[src/rtl/dht11_pkg.sv]
// Shared DHT11 definitions: FSM state codes, protocol timing constants and the
// frame checksum helper, used by both the emulator and the reader.
package dht11_pkg;

  localparam int US_W = 15;
  typedef logic [US_W-1:0] us_t;

  localparam logic [3:0] IDLE      = 4'd0;
  localparam logic [3:0] HOST_LOW  = 4'd1;
  localparam logic [3:0] RESP_DLY  = 4'd2;
  localparam logic [3:0] RESP_LOW  = 4'd3;
  localparam logic [3:0] RESP_HIGH = 4'd4;
  localparam logic [3:0] BIT_LOW   = 4'd5;
  localparam logic [3:0] BIT_HIGH  = 4'd6;
  localparam logic [3:0] END_LOW   = 4'd7;
  localparam logic [3:0] WAIT_HIGH = 4'd8;

  localparam int RESP_LOW_US  = 80;
  localparam int RESP_HIGH_US = 80;
  localparam int BIT_LOW_US   = 50;
  localparam int END_LOW_US   = 50;
  localparam int FRAME_BITS   = 40;

  function automatic logic [7:0] dht11_checksum(input logic [7:0] a, input logic [7:0] b,
                                                input logic [7:0] c, input logic [7:0] d);
    logic [9:0] sum;
    sum = 10'(a) + 10'(b) + 10'(c) + 10'(d);
    return sum[7:0];
  endfunction

endpackage

[src/rtl/dht11_us_timer.sv]
// Microsecond time base: prescaler emitting a tick every US_DIV cycles and a
// saturating microsecond counter; both restart on clear_i.
module dht11_us_timer
  import dht11_pkg::*;
#(
  parameter int US_DIV = 50
) (
  input  logic clk,
  input  logic rst,
  input  logic clear_i,
  output logic tick_o,
  output us_t  count_o
);

  localparam int PW = (US_DIV > 1) ? $clog2(US_DIV) : 1;

  logic [PW-1:0] presc_q;
  us_t           count_q;

  assign tick_o  = (presc_q == PW'(US_DIV - 1));
  assign count_o = count_q;

  always_ff @(posedge clk or negedge rst) begin
    if (!rst) begin
      presc_q <= '0;
      count_q <= '0;
    end else if (clear_i) begin
      presc_q <= '0;
      count_q <= '0;
    end else begin
      presc_q <= tick_o ? '0 : presc_q + PW'(1);
      // Saturate so a stuck-low line can never wrap into a false short start.
      if (tick_o && (count_q != '1)) count_q <= count_q + us_t'(1);
    end
  end

endmodule

[src/rtl/dht11_emulator.sv]
// DHT11 sensor emulator: detects the host start pulse, answers with the presence
// response and shifts out the 40-bit humidity/temperature/checksum frame.
module dht11_emulator
  import dht11_pkg::*;
#(
  parameter int US_DIV       = 50,
  parameter int START_MIN_US = 18000,
  parameter int RESP_DLY_US  = 30,
  parameter int BIT1_HIGH_US = 70,
  parameter int BIT0_HIGH_US = 27
) (
  input  logic       clk,
  input  logic       rst,
  input  logic       dht_in,
  output logic       dht_oe,
  input  logic [7:0] hum_int,
  input  logic [7:0] hum_dec,
  input  logic [7:0] temp_int,
  input  logic [7:0] temp_dec,
  output logic       busy,
  output logic       done,
  output logic       short_start,
  output logic [3:0] state_dbg
);

  logic [1:0]            sync_q;
  logic                  line_s;
  logic [3:0]            state_q, state_d;
  logic [FRAME_BITS-1:0] sr_q, sr_d;
  logic [5:0]            bit_cnt_q, bit_cnt_d;
  logic                  busy_q, busy_d;
  logic                  done_q, done_d;
  logic                  short_q, short_d;
  logic                  oe_q, oe_d;
  logic                  us_tick;
  us_t                   us_cnt;
  us_t                   dur_m1;
  logic                  expired;

  assign line_s      = sync_q[1];
  assign dht_oe      = oe_q;
  assign busy        = busy_q;
  assign done        = done_q;
  assign short_start = short_q;
  assign state_dbg   = state_q;

  dht11_us_timer #(.US_DIV(US_DIV)) u_timer (
    .clk     (clk),
    .rst     (rst),
    .clear_i (state_d != state_q),
    .tick_o  (us_tick),
    .count_o (us_cnt)
  );

  // The timer restarts on every state entry, so a state of N us ends on the
  // tick that closes microsecond N-1.
  always_comb begin
    dur_m1 = '0;
    case (state_q)
      RESP_DLY:  dur_m1 = us_t'(RESP_DLY_US - 1);
      RESP_LOW:  dur_m1 = us_t'(RESP_LOW_US - 1);
      RESP_HIGH: dur_m1 = us_t'(RESP_HIGH_US - 1);
      BIT_LOW:   dur_m1 = us_t'(BIT_LOW_US - 1);
      BIT_HIGH:  dur_m1 = sr_q[FRAME_BITS-1] ? us_t'(BIT1_HIGH_US - 1) : us_t'(BIT0_HIGH_US - 1);
      END_LOW:   dur_m1 = us_t'(END_LOW_US - 1);
      default:   dur_m1 = '0;
    endcase
  end

  assign expired = us_tick && (us_cnt == dur_m1);

  always_comb begin
    state_d   = state_q;
    sr_d      = sr_q;
    bit_cnt_d = bit_cnt_q;
    busy_d    = busy_q;
    done_d    = 1'b0;
    short_d   = 1'b0;
    case (state_q)
      IDLE:      if (!line_s) state_d = HOST_LOW;
      HOST_LOW: begin
        if (line_s) begin
          if (us_cnt >= us_t'(START_MIN_US)) begin
            sr_d      = {hum_int, hum_dec, temp_int, temp_dec,
                         dht11_checksum(hum_int, hum_dec, temp_int, temp_dec)};
            bit_cnt_d = '0;
            busy_d    = 1'b1;
            state_d   = RESP_DLY;
          end else begin
            short_d = 1'b1;
            state_d = IDLE;
          end
        end
      end
      RESP_DLY:  if (expired) state_d = RESP_LOW;
      RESP_LOW:  if (expired) state_d = RESP_HIGH;
      RESP_HIGH: if (expired) state_d = BIT_LOW;
      BIT_LOW:   if (expired) state_d = BIT_HIGH;
      BIT_HIGH: begin
        if (expired) begin
          sr_d      = {sr_q[FRAME_BITS-2:0], 1'b0};
          bit_cnt_d = bit_cnt_q + 6'd1;
          state_d   = (bit_cnt_q == 6'(FRAME_BITS - 1)) ? END_LOW : BIT_LOW;
        end
      end
      END_LOW:   if (expired) state_d = WAIT_HIGH;
      // Our own end-low is still in the synchronizer; wait for it to clear.
      WAIT_HIGH: begin
        if (line_s) begin
          done_d  = 1'b1;
          busy_d  = 1'b0;
          state_d = IDLE;
        end
      end
      default:   state_d = IDLE;
    endcase
  end

  assign oe_d = (state_d == RESP_LOW) || (state_d == BIT_LOW) || (state_d == END_LOW);

  always_ff @(posedge clk or negedge rst) begin
    if (!rst) begin
      sync_q    <= 2'b11;
      state_q   <= IDLE;
      sr_q      <= '0;
      bit_cnt_q <= '0;
      busy_q    <= 1'b0;
      done_q    <= 1'b0;
      short_q   <= 1'b0;
      oe_q      <= 1'b0;
    end else begin
      sync_q    <= {sync_q[0], dht_in};
      state_q   <= state_d;
      sr_q      <= sr_d;
      bit_cnt_q <= bit_cnt_d;
      busy_q    <= busy_d;
      done_q    <= done_d;
      short_q   <= short_d;
      oe_q      <= oe_d;
    end
  end

endmodule

[config.mk]
export PLATFORM = sky130hd
export DESIGN_NAME = dht11_emulator
export DESIGN_NICKNAME = d
export VERILOG_FILES = /design/src/rtl/dht11_pkg.sv /design/src/rtl/dht11_us_timer.sv /design/src/rtl/dht11_emulator.sv
export SDC_FILE = /design/constraint.sdc
export NUM_CORES = 1
export LEC_CHECK = 0
export CORE_MARGIN = 4
export CORE_UTILIZATION = 27
export CTS_CLUSTER_SIZE = 20
export DETAILED_ROUTE_END_ITERATION = 10
export PLACE_DENSITY_LB_ADDON = 0.12
export SKIP_LAST_GASP = 1
export SLEW_MARGIN = 10
export SYNTH_ARGS = -nofsm -noshare
export SYNTH_HDL_FRONTEND = slang
export SYNTH_HIERARCHICAL = 1
export SYNTH_SLANG_ARGS = --single-unit
[constraint.sdc]
create_clock -name clk -period 3.8 [get_ports clk]
set_clock_uncertainty 0.05 [all_clocks]
set_input_delay 0.76 -clock clk [delete_from_list [all_inputs] [get_ports clk]]
set_output_delay 0.76 -clock clk [all_outputs]
set_load 0.05 [all_outputs]
After elaboration in Yosys (flattened, before gate mapping):

Cells that the tools add are included.
Widths: inputs -> output; s select.

* register bits: 77
* word-level logic and storage cells: 84
* output and inout port bits: 8

* reduce and logical (&&, ||, !) cells: 12
* multiplexer cells: 35
* eq/ne operators: 20
* $add $sub $neg: 6
* order comparisons: 1

Operators by type and width (count)
* $mux 40: 3
* $pmux 40 s2: 1
* $mux 4: 9
* $pmux 4 s9: 1
* $mux 15: 2
* $mux 6: 5
* $pmux 7 s4: 1
* $add 8x8->8: 3
* $eq 4x3->1 const B: 6
* $add 15x1->15 const B: 1
* $eq 15x15->1: 1
* $ge 15x15->1 const B: 1
* $ne 15x15->1 const B: 1
* $add 6x1->6 const B: 2
* $eq 4x2->1 const B: 3
* $eq 6x6->1 const B: 2
* $pmux 6 s2: 1
* $mux 1: 8
* $ne 2x2->1 const B: 4
* $reduce_and 4->1: 2
* $mux 7: 1
* $reduce_bool 2->1: 3
* $eq 4x1->1 const B: 1
* $eq 4x4->1 const B: 1
* other kinds (7): 11

Depth between registers and ports, before layout:

* depth after elaboration: 10
* gate-level depth with buffers: 14
* mapped depth without buffers: 11

By module:

The synthesis kept the hierarchy.

Modules (own cells, without submodules)
* dht11_emulator: cells an instance 332, instances 1, seq. area each 1403.8 µm², area each 3578.4 µm²
* dht11_us_timer: cells an instance 119, instances 1, seq. area each 525.5 µm², area each 1176.1 µm²

Worst setup path before layout:

No wires, ideal clock.

* path type: in2reg
* start: input port hum_int[1]
* end: register sr_q[7]
* stages on the path: 11
* library setup time: 0.132 ns
* buffers on the path: 0
* path slack: 0.522 ns
* arrival time: 3.096 ns
* data required time: 3.618 ns
* cell sequence: fa_1 fa_1 ha_1 inv_1 fa_1 nor2b_1 o31a_1 o21ai_0 and3_1 o21ai_0 o211ai_1

* word-level cells in the longest chain between the ends: 6

Ends and longest elaborated chain
* start, declared: RTL line dht11_emulator.sv:16 `input logic [7:0] hum_int,`
* $add 8x8->8 (3 in series): RTL line dht11_pkg.sv:27 `sum = 10'(a) + 10'(b) + 10'(c) + 10'(d);`
* $mux 40: RTL line dht11_emulator.sv:83 `if (us_cnt >= us_t'(START_MIN_US)) begin`
* $mux 40: RTL line dht11_emulator.sv:82 `if (line_s) begin`
* $pmux 40 s2: RTL line dht11_emulator.sv:79 `case (state_q)`
* end signal, assigned: RTL line dht11_emulator.sv:134 `sr_q <= sr_d;`
* end, declared: RTL line dht11_emulator.sv:29 `logic [FRAME_BITS-1:0] sr_q, sr_d;`

Every way passes these cells. The select of a mux whose other input is x is not followed.
A chain may end at the register's enable or synchronous reset.

Final worst setup path:

Ends and elaborated chain as after synthesis.

==> run_results.csv <==
group,metric,value,unit
status,status,"finished clean",
run,cap_viol_max_count,0,
sta,worst_pin_slew,1020,ps
clock_network,hold_buffers,0,
cells_and_area,area_growth,20.6,%
setup_path,path_max_fanout,2,
clock_network,cts_setup_buffers,0,
drt,drtIter0Drc,218,
grt,grt_max_degree,78,
setup_path,cp_slowest_stage_delay,520,ps
drt,routed-via-count,3711,
drt,finalWirelength,12.1,mm
floorplanning,die_w,141,µm
logic_synthesis,syn_inst,451,
placed_design,hpwlAfterDp,8.52,mm
cells_and_area,nFillCells,1777,
sta,drv_slew,0,
cells_and_area,fin_cells,723,
logic_synthesis,async_flop_share,1.00,
grt,grt_usage,0.128,
placed_design,port_buffers,42,
sta,final.min_clock_period,3560,ps
setup_path,cpMostUsedCell,"fa_1",
grt,grt_antenna_before_repair,0,
logic_synthesis,syn_area_per_cell,10.5,µm²
setup_path,critical-path-slowest-cell,"fa_1",
sta,holdWs,305,ps
sta,fin_crit_sh,0.936,
clock_network,cts-resized-gates,0,
floorplanning,rows,48,
clock_network,clk_pin_slew,60,ps
cells_and_area,n_antenna_cell,0,
clock_network,clock-sinks,77,
logic_synthesis,synth.distinct_cells,75,
logic_synthesis,synthesis.area,4750,µm²
placed_design,gp_congestion,0.788,
floorplanning,core_area,17300,µm²
logic_synthesis,yosys_warnings,6,
logic_synthesis,synthesis.nets,511,
drt,vias_per_cell,5.13,
cells_and_area,final_nets,554,
power_and_ir_drop,power-per-cell-area,369,nW/µm²
drt,wire_per_inst,16.7,µm
clock_network,clock-root-buffer,"clkbuf_16",
clock_network,clock_latency,340,ps
power_and_ir_drop,vdd_drop_max,0.200,mV
grt,gr-total-overflow,0,
setup_path,crit_path_start_kind,"input port",
setup_path,critical_path_class,"in -> reg",
setup_path,end_kind,"flip-flop",
logic_synthesis,ys_seq_area_frac,0.406,
setup_path,cp.arrival,3720,ps
setup_path,crit_required,3960,ps
clock_network,cts-htree-levels,3,
logic_synthesis,synthFlopType,"dfrtp_1",
grt,grt_pass1_wl,20.4,mm
min_path,holdCritPathClass,"reg -> reg",
clock_network,cts_buffers,9,
drt,ant_nets,0,
sta,setup_violations,0,
cells_and_area,final_cell_mix,"dfrtp_1, clkdlybuf4s50_1, or3_1",
power_and_ir_drop,cellLeakagePower,2.36,nW
clock_network,cts_buffer_depth,2,
floorplanning,die_h,141,µm
grt,grt_pass1_vias,3697,
sta,rsz0062_at_grt,"false",
sta,finalSetupTns,0,ps
drt,first_pass_iters,5,
cells_and_area,fin_util,0.331,
cells_and_area,drive_gt1_frac,0.151,
floorplanning,io_pins,43,
sta,timing.fmax,0.281,GHz
floorplanning,initial_core_util,0.275,
cells_and_area,final_common_cell,"dfrtp_1",
setup_path,crit_chain,"clkdlybuf4s50_1 -> fa_1 -> fa_1 -> ha_1 -> inv_1 -> fa_1 -> nor2b_1 -> o31a_1 -> o21ai_0 -> and3_1 -> o21ai_0 -> o211ai_1",
sta,finalHoldViolCount,0,
clock_network,cts_tree,"yes",
logic_synthesis,ys_ff_latch,77,
sta,relSlewSlack,0.322,
logic_synthesis,synth_edf_count,0,
floorplanning,die-area,19800,µm²
placed_design,place_inst,708,
drt,drc,0,
[worst max-delay path, delay by kind of cell]
kind            cells  cell delay [ps]
buf+inv             2              530
compound gates      4              490
simple gates        2              340
fa+ha+maj           4             1590
[state kept, by name, indices dropped and copies added, names as in the netlist]
| register | flops |
|---|---|
| done | 1 |
| sr_q | 40 |
| u_timer/presc_q | 6 |
| short_start | 1 |
| state_dbg | 4 |
| busy | 1 |
| sync_q | 2 |
| bit_cnt_q | 6 |
| dht_oe | 1 |
| u_timer/count_o | 15 |
[layout make-up]
class                      count  area [µm²]  area share
sequential                    77        1930       0.337
clock buffer                  11         243      0.0423
timing repair buffer          59         546      0.0952
clock inverter                 4        72.6      0.0127
inverter                      18        67.6      0.0118
multi-input combinational    329        2590       0.452
tap                          225         282      0.0491
[where the power goes]
| part | internal [W] | total (W) | switching [W] |
|---|---|---|---|
| Clock | 0.000589 | 0.000928 | 0.000339 |
| Sequential | 0.000836 | 0.000849 | 0.0000138 |
| Combinational | 0.000164 | 0.000340 | 0.000176 |
| Total | 0.00159 | 0.00212 | 0.000529 |
[cell usage after synthesis (all sizes together), types with 6 or more instances]
cell type | count | area, µm²
a21oi | 22 | 114
buf | 18 | 148
clkbuf | 9 | 33.8
dfrtp | 75 | 1880
fa | 14 | 280
ha | 11 | 138
inv | 18 | 67.6
mux2 | 7 | 82.6
mux2i | 9 | 90.1
nand2 | 23 | 86.3
nand2b | 9 | 56.3
nand3 | 14 | 70.1
nand4 | 11 | 90.1
nor2 | 22 | 82.6
nor2b | 7 | 43.8
nor3 | 12 | 60.1
o21ai | 18 | 90.1
o221a | 30 | 338
o31ai | 6 | 45.0
or3 | 33 | 206
or4 | 6 | 45.0
xnor2 | 6 | 52.6
xor2 | 7 | 61.3
[worst paths after layout]
| check | start | endpoint | slack (ps) | depth (start not counted) |
|---|---|---|---|---|
| max | hum_int[1] | sr_q[7] | 240 | 12 |
| min | sync_q[0] | sync_q[1] | 300 | 0 |
| max reg2reg | u_timer/presc_q[2] | u_timer/count_o[6] | 730 | 12 |
| min reg2reg | sync_q[0] | sync_q[1] | 300 | 0 |
| max in group asynchronous | rst | sync_q[1] | 2430 | 2 |
| min in group asynchronous | rst | bit_cnt_q[2] | 530 | 1 |
[per-layer routing]
metal | GRT usage | share of wire | up-vias
li1 | - | - | 1784
met1 | 0.189 | 0.51 | 1830
met2 | 0.185 | 0.44 | 81
met3 | 0.0224 | 0.037 | 16
met4 | 0.0515 | 0.020 | 0
met5 | 0 | 0 | -
[cell families (layout without fill, tap and decap cells)]
logic type / Yosys count / after routing / share of synthesized area
AND/OR/NAND/NOR: 168 / 168 / 0.211
AO/OA/AOI/OAI: 107 / 107 / 0.182
flip-flops: 77 / 77 / 0.406
buffers and inverters: 45 / 92 / 0.0524
adder cells (fa/ha/maj): 25 / 25 / 0.0879
multiplexers: 16 / 16 / 0.0363
XOR/XNOR: 13 / 13 / 0.0239
[per-stage QoR]
stage	setup slack (ps)	power, W	area [µm²]
after floorplan	522	0.00106	4750
after global placement	-80.2	0.00121	5420
after detailed placement	-121	0.00121	5420
after CTS	247	0.00216	5730
after global routing	23.1	0.00224	5730
final	244	0.00212	5730
No activity file was read; power rests on OpenSTA's default activity.
